**config.mk**
```make
export PLATFORM = sky130hd
export DESIGN_NAME = pico_out_bank
export DESIGN_NICKNAME = d
export VERILOG_FILES = /design/src/rtl/pico_out_bank_pkg.sv /design/src/rtl/pico_port_reg.sv /design/src/rtl/pico_out_bank.sv
export SDC_FILE = /design/constraint.sdc
export NUM_CORES = 1
export LEC_CHECK = 0
export ABC_AREA = 0
export CAP_MARGIN = 15
export CELL_PAD_IN_SITES_DETAIL_PLACEMENT = 1
export CELL_PAD_IN_SITES_GLOBAL_PLACEMENT = 1
export CORE_UTILIZATION = 43
export CTS_BUF_LIST = sky130_fd_sc_hd__clkbuf_8
export DETAILED_ROUTE_END_ITERATION = 8
export GPL_ROUTABILITY_DRIVEN = 0
export GPL_TIMING_DRIVEN = 0
export PLACE_DENSITY_LB_ADDON = 0.1
export SYNTH_ARGS = -nofsm -noshare
export SYNTH_HDL_FRONTEND = slang
export SYNTH_HIERARCHICAL = 1
export SYNTH_SLANG_ARGS = --single-unit
```
**constraint.sdc**
```tcl
create_clock -name clk -period 1.5 [get_ports clk]
set_input_delay 0.15 -clock clk [delete_from_list [all_inputs] [get_ports clk]]
set_output_delay 0.15 -clock clk [all_outputs]
set_load 0.005 [all_outputs]
```
**src/rtl/pico_out_bank_pkg.sv**
```systemverilog
// Shared definitions for the PicoBlaze output-port bank: RTC port indices,
// the commit address and the default set of ports that bypass staging.
package pico_out_bank_pkg;

  // Port indices as seen by the PicoBlaze program
  localparam int PORT_SEG       = 0;
  localparam int PORT_MIN       = 1;
  localparam int PORT_HORA      = 2;
  localparam int PORT_DIA       = 3;
  localparam int PORT_MES       = 4;
  localparam int PORT_YEAR      = 5;
  localparam int PORT_SEG_TIM   = 6;
  localparam int PORT_MIN_TIM   = 7;
  localparam int PORT_HORA_TIM  = 8;
  localparam int PORT_SWT       = 9;
  localparam int PORT_FLECHA    = 10;
  localparam int PORT_OPERACION = 11;

  localparam int N_PORTS_DEFAULT = 12;

  // Writing this address publishes every shadow register at once
  localparam logic [7:0] PORT_COMMIT = 8'hFF;

  // swt, flecha and operacion are live controls, not RTC fields
  localparam logic [11:0] DEFAULT_DIRECT_MASK = 12'hE00;

  // One-hot mask for a port index in the default 12-port map
  function automatic logic [11:0] port_bit(input int idx);
    return 12'h001 << idx;
  endfunction

endpackage

```
**src/rtl/pico_port_reg.sv**
```systemverilog
// One output port: a visible register, optionally fronted by a shadow
// register that is only copied to the visible side on commit.
module pico_port_reg #(
  parameter int WIDTH  = 8,
  parameter bit DIRECT = 1'b0
) (
  input  logic             clk,
  input  logic             reset,
  input  logic             wr_en,
  input  logic             commit,
  input  logic [WIDTH-1:0] din,
  output logic [WIDTH-1:0] q
);

  logic [WIDTH-1:0] vis_r;

  if (DIRECT) begin : g_direct
    // Direct ports never stage, so the commit strobe has no effect here
    logic unused_commit_s;
    assign unused_commit_s = commit;

    // Direct port: the write lands on the visible register immediately
    always_ff @(posedge clk) begin
      if (reset == 1'b0) begin
        vis_r <= {WIDTH{1'b0}};
      end else if (wr_en == 1'b1) begin
        vis_r <= din;
      end else begin
        vis_r <= vis_r;
      end
    end
  end else begin : g_shadow
    logic [WIDTH-1:0] shadow_r;

    // Staged port: writes fill the shadow, commit publishes it (dirty or not)
    always_ff @(posedge clk) begin
      if (reset == 1'b0) begin
        shadow_r <= {WIDTH{1'b0}};
        vis_r    <= {WIDTH{1'b0}};
      end else begin
        if (wr_en == 1'b1) begin
          shadow_r <= din;
        end else begin
          shadow_r <= shadow_r;
        end
        if (commit == 1'b1) begin
          vis_r <= shadow_r;
        end else begin
          vis_r <= vis_r;
        end
      end
    end
  end

  assign q = vis_r;

endmodule

```
**src/rtl/pico_out_bank.sv**
```systemverilog
// PicoBlaze output-port bank with atomic commit of the staged RTC fields and
// a valid/ack handshake towards the RTC write sequencer.
module pico_out_bank
  import pico_out_bank_pkg::*;
#(
  parameter int                  WIDTH       = 8,
  parameter int                  N_PORTS     = N_PORTS_DEFAULT,
  parameter int                  ID_WIDTH    = 8,
  parameter logic [ID_WIDTH-1:0] COMMIT_ID   = ID_WIDTH'(PORT_COMMIT),
  parameter logic [N_PORTS-1:0]  DIRECT_MASK = N_PORTS'(DEFAULT_DIRECT_MASK)
) (
  input  logic                     clk,
  input  logic                     reset,
  input  logic [WIDTH-1:0]         out_port,
  input  logic [ID_WIDTH-1:0]      port_id,
  input  logic                     write_strobe,
  output logic [N_PORTS*WIDTH-1:0] data_out,
  output logic                     update_valid,
  output logic [N_PORTS-1:0]       update_mask,
  input  logic                     update_ack,
  output logic                     overrun
);

  // The commit address must not alias a port, and every port must be addressable
  if ((int'(COMMIT_ID) < N_PORTS) || (N_PORTS > (2 ** ID_WIDTH))) begin : g_cfg_err
    $error("pico_out_bank: COMMIT_ID must be >= N_PORTS and N_PORTS <= 2**ID_WIDTH");
  end

  logic [N_PORTS-1:0] wr_sel_s;
  logic               is_commit_s;
  logic [N_PORTS-1:0] dirty_nxt_s;
  logic [N_PORTS-1:0] dirty_r;
  logic               update_valid_r;
  logic [N_PORTS-1:0] update_mask_r;
  logic               overrun_r;

  // Address decode: one-hot port write select and the commit strobe
  always_comb begin
    wr_sel_s    = {N_PORTS{1'b0}};
    is_commit_s = 1'b0;
    if (write_strobe == 1'b1) begin
      is_commit_s = (port_id == COMMIT_ID);
      for (int i = 0; i < N_PORTS; i++) begin
        wr_sel_s[i] = (port_id == ID_WIDTH'(i));
      end
    end else begin
      wr_sel_s    = {N_PORTS{1'b0}};
      is_commit_s = 1'b0;
    end
  end

  // Dirty tracking covers staged ports only; a commit hands it off and clears it
  always_comb begin
    dirty_nxt_s = dirty_r;
    if (is_commit_s == 1'b1) begin
      dirty_nxt_s = {N_PORTS{1'b0}};
    end else begin
      dirty_nxt_s = dirty_r | (wr_sel_s & ~DIRECT_MASK);
    end
  end

  // Commit handshake: newest commit always wins; overrun flags an unconsumed one
  always_ff @(posedge clk) begin
    if (reset == 1'b0) begin
      dirty_r        <= {N_PORTS{1'b0}};
      update_valid_r <= 1'b0;
      update_mask_r  <= {N_PORTS{1'b0}};
      overrun_r      <= 1'b0;
    end else begin
      dirty_r <= dirty_nxt_s;
      if (is_commit_s == 1'b1) begin
        update_valid_r <= 1'b1;
        update_mask_r  <= dirty_r;
        if ((update_valid_r == 1'b1) && (update_ack == 1'b0)) begin
          overrun_r <= 1'b1;
        end else begin
          overrun_r <= overrun_r;
        end
      end else if ((update_valid_r == 1'b1) && (update_ack == 1'b1)) begin
        update_valid_r <= 1'b0;
        update_mask_r  <= {N_PORTS{1'b0}};
        overrun_r      <= overrun_r;
      end else begin
        update_valid_r <= update_valid_r;
        update_mask_r  <= update_mask_r;
        overrun_r      <= overrun_r;
      end
    end
  end

  for (genvar i = 0; i < N_PORTS; i++) begin : g_port
    pico_port_reg #(
      .WIDTH  (WIDTH),
      .DIRECT (DIRECT_MASK[i])
    ) u_port_reg (
      .clk    (clk),
      .reset  (reset),
      .wr_en  (wr_sel_s[i]),
      .commit (is_commit_s),
      .din    (out_port),
      .q      (data_out[i*WIDTH +: WIDTH])
    );
  end

  assign update_valid = update_valid_r;
  assign update_mask  = update_mask_r;
  assign overrun      = overrun_r;

endmodule

```
==> Word level (Yosys, flattened, before mapping) <==
Index checks and enable logic that the tools add are counted.
{ "word_totals": {"ff_bits": 194} }
{ "classes": {"eq_ne": 12, "mux": 6, "n_bitwise": 3, "n_reduce_logical": 6} }
{ "ops": {"columns": ["operator", "count"], "rows": [
  ["$mux W12", 3],
  ["$eq A8 B3 Y1 const B", 4],
  ["$eq A8 B4 Y1 const B", 4],
  ["$eq A8 B2 Y1 const B", 2],
  ["$or A12 B9 Y12", 1],
  ["$eq A8 B1 Y1 const B", 1],
  ["$eq A8 B8 Y1 const B", 1],
  ["$logic_not A8 Y1", 1],
  ["$mux W1", 3],
  ["$logic_and A1 B1 Y1", 2],
  ["$not A1 Y1", 2],
  ["$reduce_and A2 Y1", 1],
  ["$reduce_bool A2 Y1", 1],
  ["$reduce_or A2 Y1", 1]
]} }

==> Logic depth before layout (Yosys ltp) <==
{ "logic_depth": {"ltp_word": 3, "mapped_depth": 7, "mapped_depth_nobuf": 5} }

==> By module <==
The synthesis kept the hierarchy.
{ "by_module_without_submodules": {"columns": ["module", "n_inst", "cells_each", "area_per_inst_um2", "seq_area_each_um2"], "rows": [
  ["pico_port_reg (g_port[0].u_port_reg ...)", 9, 51, 608.1, 320.3],
  ["pico_out_bank", 1, 104, 993.5, 400.4],
  ["pico_port_reg (g_port[10].u_port_reg ...)", 3, 25, 301.5, 160.2]
]} }

==> Worst setup path before layout <==
No wires, ideal clock.
{ "synth_timing": {"path_kind": "input port to flip-flop", "from": "input port_id[5]", "to": "register g_port[1].u_port_reg.g_shadow.shadow_r[0]", "setup_time_ps": 116, "arrival_time_ps": 1307, "required_ps": 1384, "setup_slack_ps": 77, "stages": 6, "cell_sequence": "nor3_4 -> nand2_2 -> nor4_1 -> buf_6 -> mux2i_1 -> nor2b_1"} }
{ "synth_via": {"elab_chain_cells": 2} }
{ "synth_lines": {"columns": ["item", "line", "rtl"], "rows": [
  ["start, declared", "pico_out_bank.sv:15", "input logic [ID_WIDTH-1:0] port_id,"],
  ["$eq A8 B1 Y1", "pico_out_bank.sv:44", "wr_sel_s[i] = (port_id == ID_WIDTH'(i));"],
  ["$mux W12", "pico_out_bank.sv:41", "if (write_strobe == 1'b1) begin"],
  ["named net wr_sel_s[1]", "pico_out_bank.sv:29", "logic [N_PORTS-1:0] wr_sel_s;"],
  ["end signal, assigned", "pico_port_reg.sv:38", "shadow_r <= {WIDTH{1'b0}};"],
  ["end signal, assigned", "pico_port_reg.sv:42", "shadow_r <= din;"],
  ["end signal, assigned", "pico_port_reg.sv:44", "shadow_r <= shadow_r;"],
  ["end, declared", "pico_port_reg.sv:33", "logic [WIDTH-1:0] shadow_r;"]
]} }
The timed path passes the listed nets, and every way through them passes these cells.
A chain may end at the register's enable or synchronous reset.

==> Worst setup path in the final report <==
{ "layout_timing": {"from": "register g_port[11].u_port_reg.vis_r[4]", "to": "output data_out[92]"} }
{ "layout_lines": {"columns": ["item", "line", "rtl"], "rows": [
  ["start, declared", "pico_port_reg.sv:15", "logic [WIDTH-1:0] vis_r;"],
  ["start signal, assigned", "pico_port_reg.sv:25", "vis_r <= {WIDTH{1'b0}};"],
  ["start signal, assigned", "pico_port_reg.sv:27", "vis_r <= din;"],
  ["start signal, assigned", "pico_port_reg.sv:29", "vis_r <= vis_r;"],
  ["end, declared", "pico_out_bank.sv:17", "output logic [N_PORTS*WIDTH-1:0] data_out,"]
]} }
No word-level cell between the ends.

==> metrics <==
status finished clean; pin count of the biggest net entering global routing 53; Synth Area per Inst ~12 sq um; min cycle time layout around 1.5 ns; number of diodes 0; drt first pass iters 4; Reg area 0.00383 sq mm; Internal 6.87 mW; Max VDD drop 0.614 mV; CTS H-tree lvls 4; Mapped Area 0.00737 sq mm; Rows between 40 and 50; setup TNS 0 ns; Total Wirelength approximately 19000 um; Sw Ratio 22.2%; Max-Cap Viols 0; fin crit share 96.8%; gr usage total 21.3%; slowest cell on the critical path clkdlybuf4s50_1; DR DRC count 0; CTS tree yes; CP delay by family, top buffers and inverters; dpl ws -0.911 ns; Yosys top cell by area dfxtp_1; total CTS buffers 17; vias per inst 4.92; crit-path max cell delay 0.50 ns; fill count 1732; Die ar. 0.0177 sq mm; HP Class in -> reg; Seq pwr share roughly 57%; Final Max Tran Viols 0; Port Buffer Count 126; Final Hold Viols 0; DP HPWL about 12000 um; Net Sw Power 1.96 mW; Max Buffers Root-to-Sink 2; leakage power 3.54 nW; post-synth top area share 51.1%; layout net count 818; Synth Warn # 6; core area 0.0166 sq mm; critical path, cell by cell clkdlybuf4s50_1; worst setup margin 0.0482 ns; Die H 133 um; first-pass GRT wire length between 20000 and 30000 um; grt total ovfl 0; Initial Util 44.3%; clock slew at reported path FFs ~0.090 ns; Critical path buffers and inverters 1; pwr/cell area 911 mW/mm^2; Logic pwr share under 10%; crit start category flop; Worst Path Arrival 1.30 ns; ranking of synthesized cells by area dfxtp_1, mux2i_1, nor2b_1; Ports 130; vias in the first global route 5417; Crit Path Class reg -> out; Die Wd about 130 um; area of the multi-input gates 0.00341 sq mm; Slew @ Worst Pin about 0.9 ns; antenna-violating nets left 0; initial antenna violation count 0; Clock Power Share 39.1%; via count a little over 5000; DRT iter0 DRCs 219; FF+latch count, synth about 190; Worst Clk Skew 0.00740 ns; Cells after Synth 638; hold_buf cts 0; CP Capture Type primary output; CP Max Fanout 2; fmax 689 MHz; Final Setup Violations 0; share of layout cells above drive strength 1 20.1%; post-synthesis sequential area ratio 51.1%; clock sink total between 150 and 200; headroom to the max-slew limit 39.9%; clk_lat worst skew 0.44 ns; routed len/inst 18.1 um; synthesis-to-finish area growth 31.3%; CTS Root Cell clkbuf_8; Worst Path Required 1.35 ns; Cell variety after synth 29
sequential cells by signal, summed over array words and instances (netlist names):
name	cells
g_port.u_port_reg/g_shadow.shadow_r	72
overrun	1
update_valid	1
dirty_r	9
update_mask	9
g_port.u_port_reg/q	96
synthesized netlist by cell type:
library cell and count:
nand2_1 18, clkbuf_1 1, mux2i_1 177, dfxtp_1 188
a31o_2 1, nand2_2 2, or2b_2 1, and4_1 1
nor3_4 2, nand3_1 1, nor2_1 8, o21a_1 1
nand4_4 1, buf_2 10, nor4_1 4, and4b_1 2
or2b_1 1, o31ai_4 1, and2b_2 2, a41oi_1 6
a21boi_2 1, and2_1 1, conb_1 1, nand2b_1 2
nor3_1 5, buf_6 22, buf_4 3, o21ba_2 3
nor2b_1 172
final timing paths:
kind                                            from                          end  slack [ns]  depth (start not counted)
max          g_port[11].u_port_reg/q[4]$_SDFFE_PN0P_                 data_out[92]        0.05                          1
min                                     write_strobe        dirty_r[2]$_SDFF_PP0_        0.23                          4
max reg2reg                update_valid$_SDFFE_PN0P_  update_mask[7]$_SDFFE_PN0P_        0.47                          3
min reg2reg              update_mask[2]$_SDFFE_PN0P_  update_mask[2]$_SDFFE_PN0P_        0.47                          2
power groups by stage:
stage / combinational, mW / clock (mW) / sequential, mW
3_3_place_gp: 0.357 / 0 / 5.11
3_5_place_dp: 0.361 / 0 / 5.11
6_report: 0.386 / 3.45 / 4.99
4_1_cts: 0.372 / 3.54 / 4.99
2_1_floorplan: 0.154 / 0 / 5.11
5_1_grt: 0.412 / 3.73 / 4.99
cells by family (layout without fill, tap and decap cells):
| logic type | after synthesis | in the layout | share of synthesized area (%) |
|---|---|---|---|
| and+or+nand+nor | 223 | 224 | 18.7 |
| DFF | 188 | 188 | 51.1 |
| muxes | 177 | 177 | 24.0 |
| buffers and inverters | 36 | 206 | 4.40 |
| AOI/OAI and AO/OA | 13 | 13 | 1.78 |
| other | 1 | 3 | 0.0509 |
layout make-up:
cell class,instances,share of cell area (%)
well taps,220,2.84
clock inverters,13,1.54
repair buffers,138,14.6
clock buffers,19,2.70
flip-flops and latches,188,39.6
plain buffers,36,3.50
multi-input cells,417,35.2
stage by stage:
stage	cells	area, sq um	utilization (%)	hold slack [ns]	power (mW)
final	1031	9680	58.2	0.227	8.82
after global routing	1031	9680	58.2	0.231	9.13
after CTS	1023	9450	56.8	0.357	8.90
after detailed placement	987	8930	53.7	0.449	5.47
after global placement	986	8910	53.6	0.447	5.47
after floorplan	640	7380	-	0.278	5.26
layout by cell type, fill, tap and decap left out, types with 6 or more instances in the layout:
cell,instances
mux2i_1,177
buf_6,23
nand2_1,18
a41oi_1,6
clkdlybuf4s50_1,88
dfxtp_1,132
dfxtp_2,56
nor2b_1,171
buf_2,9
buf_4,13
dlymetal6s2s_1,29
clkbuf_8,19
nor2_1,8
repair_timing:
action / in CTS / in global routing
endpoints found under the setup margin: 189 / 191
cloned: 0 / 1
gates resized for setup: 43 / 81
hold endpoints to repair: 0 / 0
pin swaps: 2 / 5
buffers inserted: 4 / 7
routing by layer:
metal  GRT usage, %  vias to the layer above  wire, um
li1               -                     2466         -
met1           26.5                     2488      8440
met2           37.0                       98      9320
met3           3.60                       21       567
met4           7.47                        0       347
met5              0                        -         0
(Power assumes the default switching activity.)
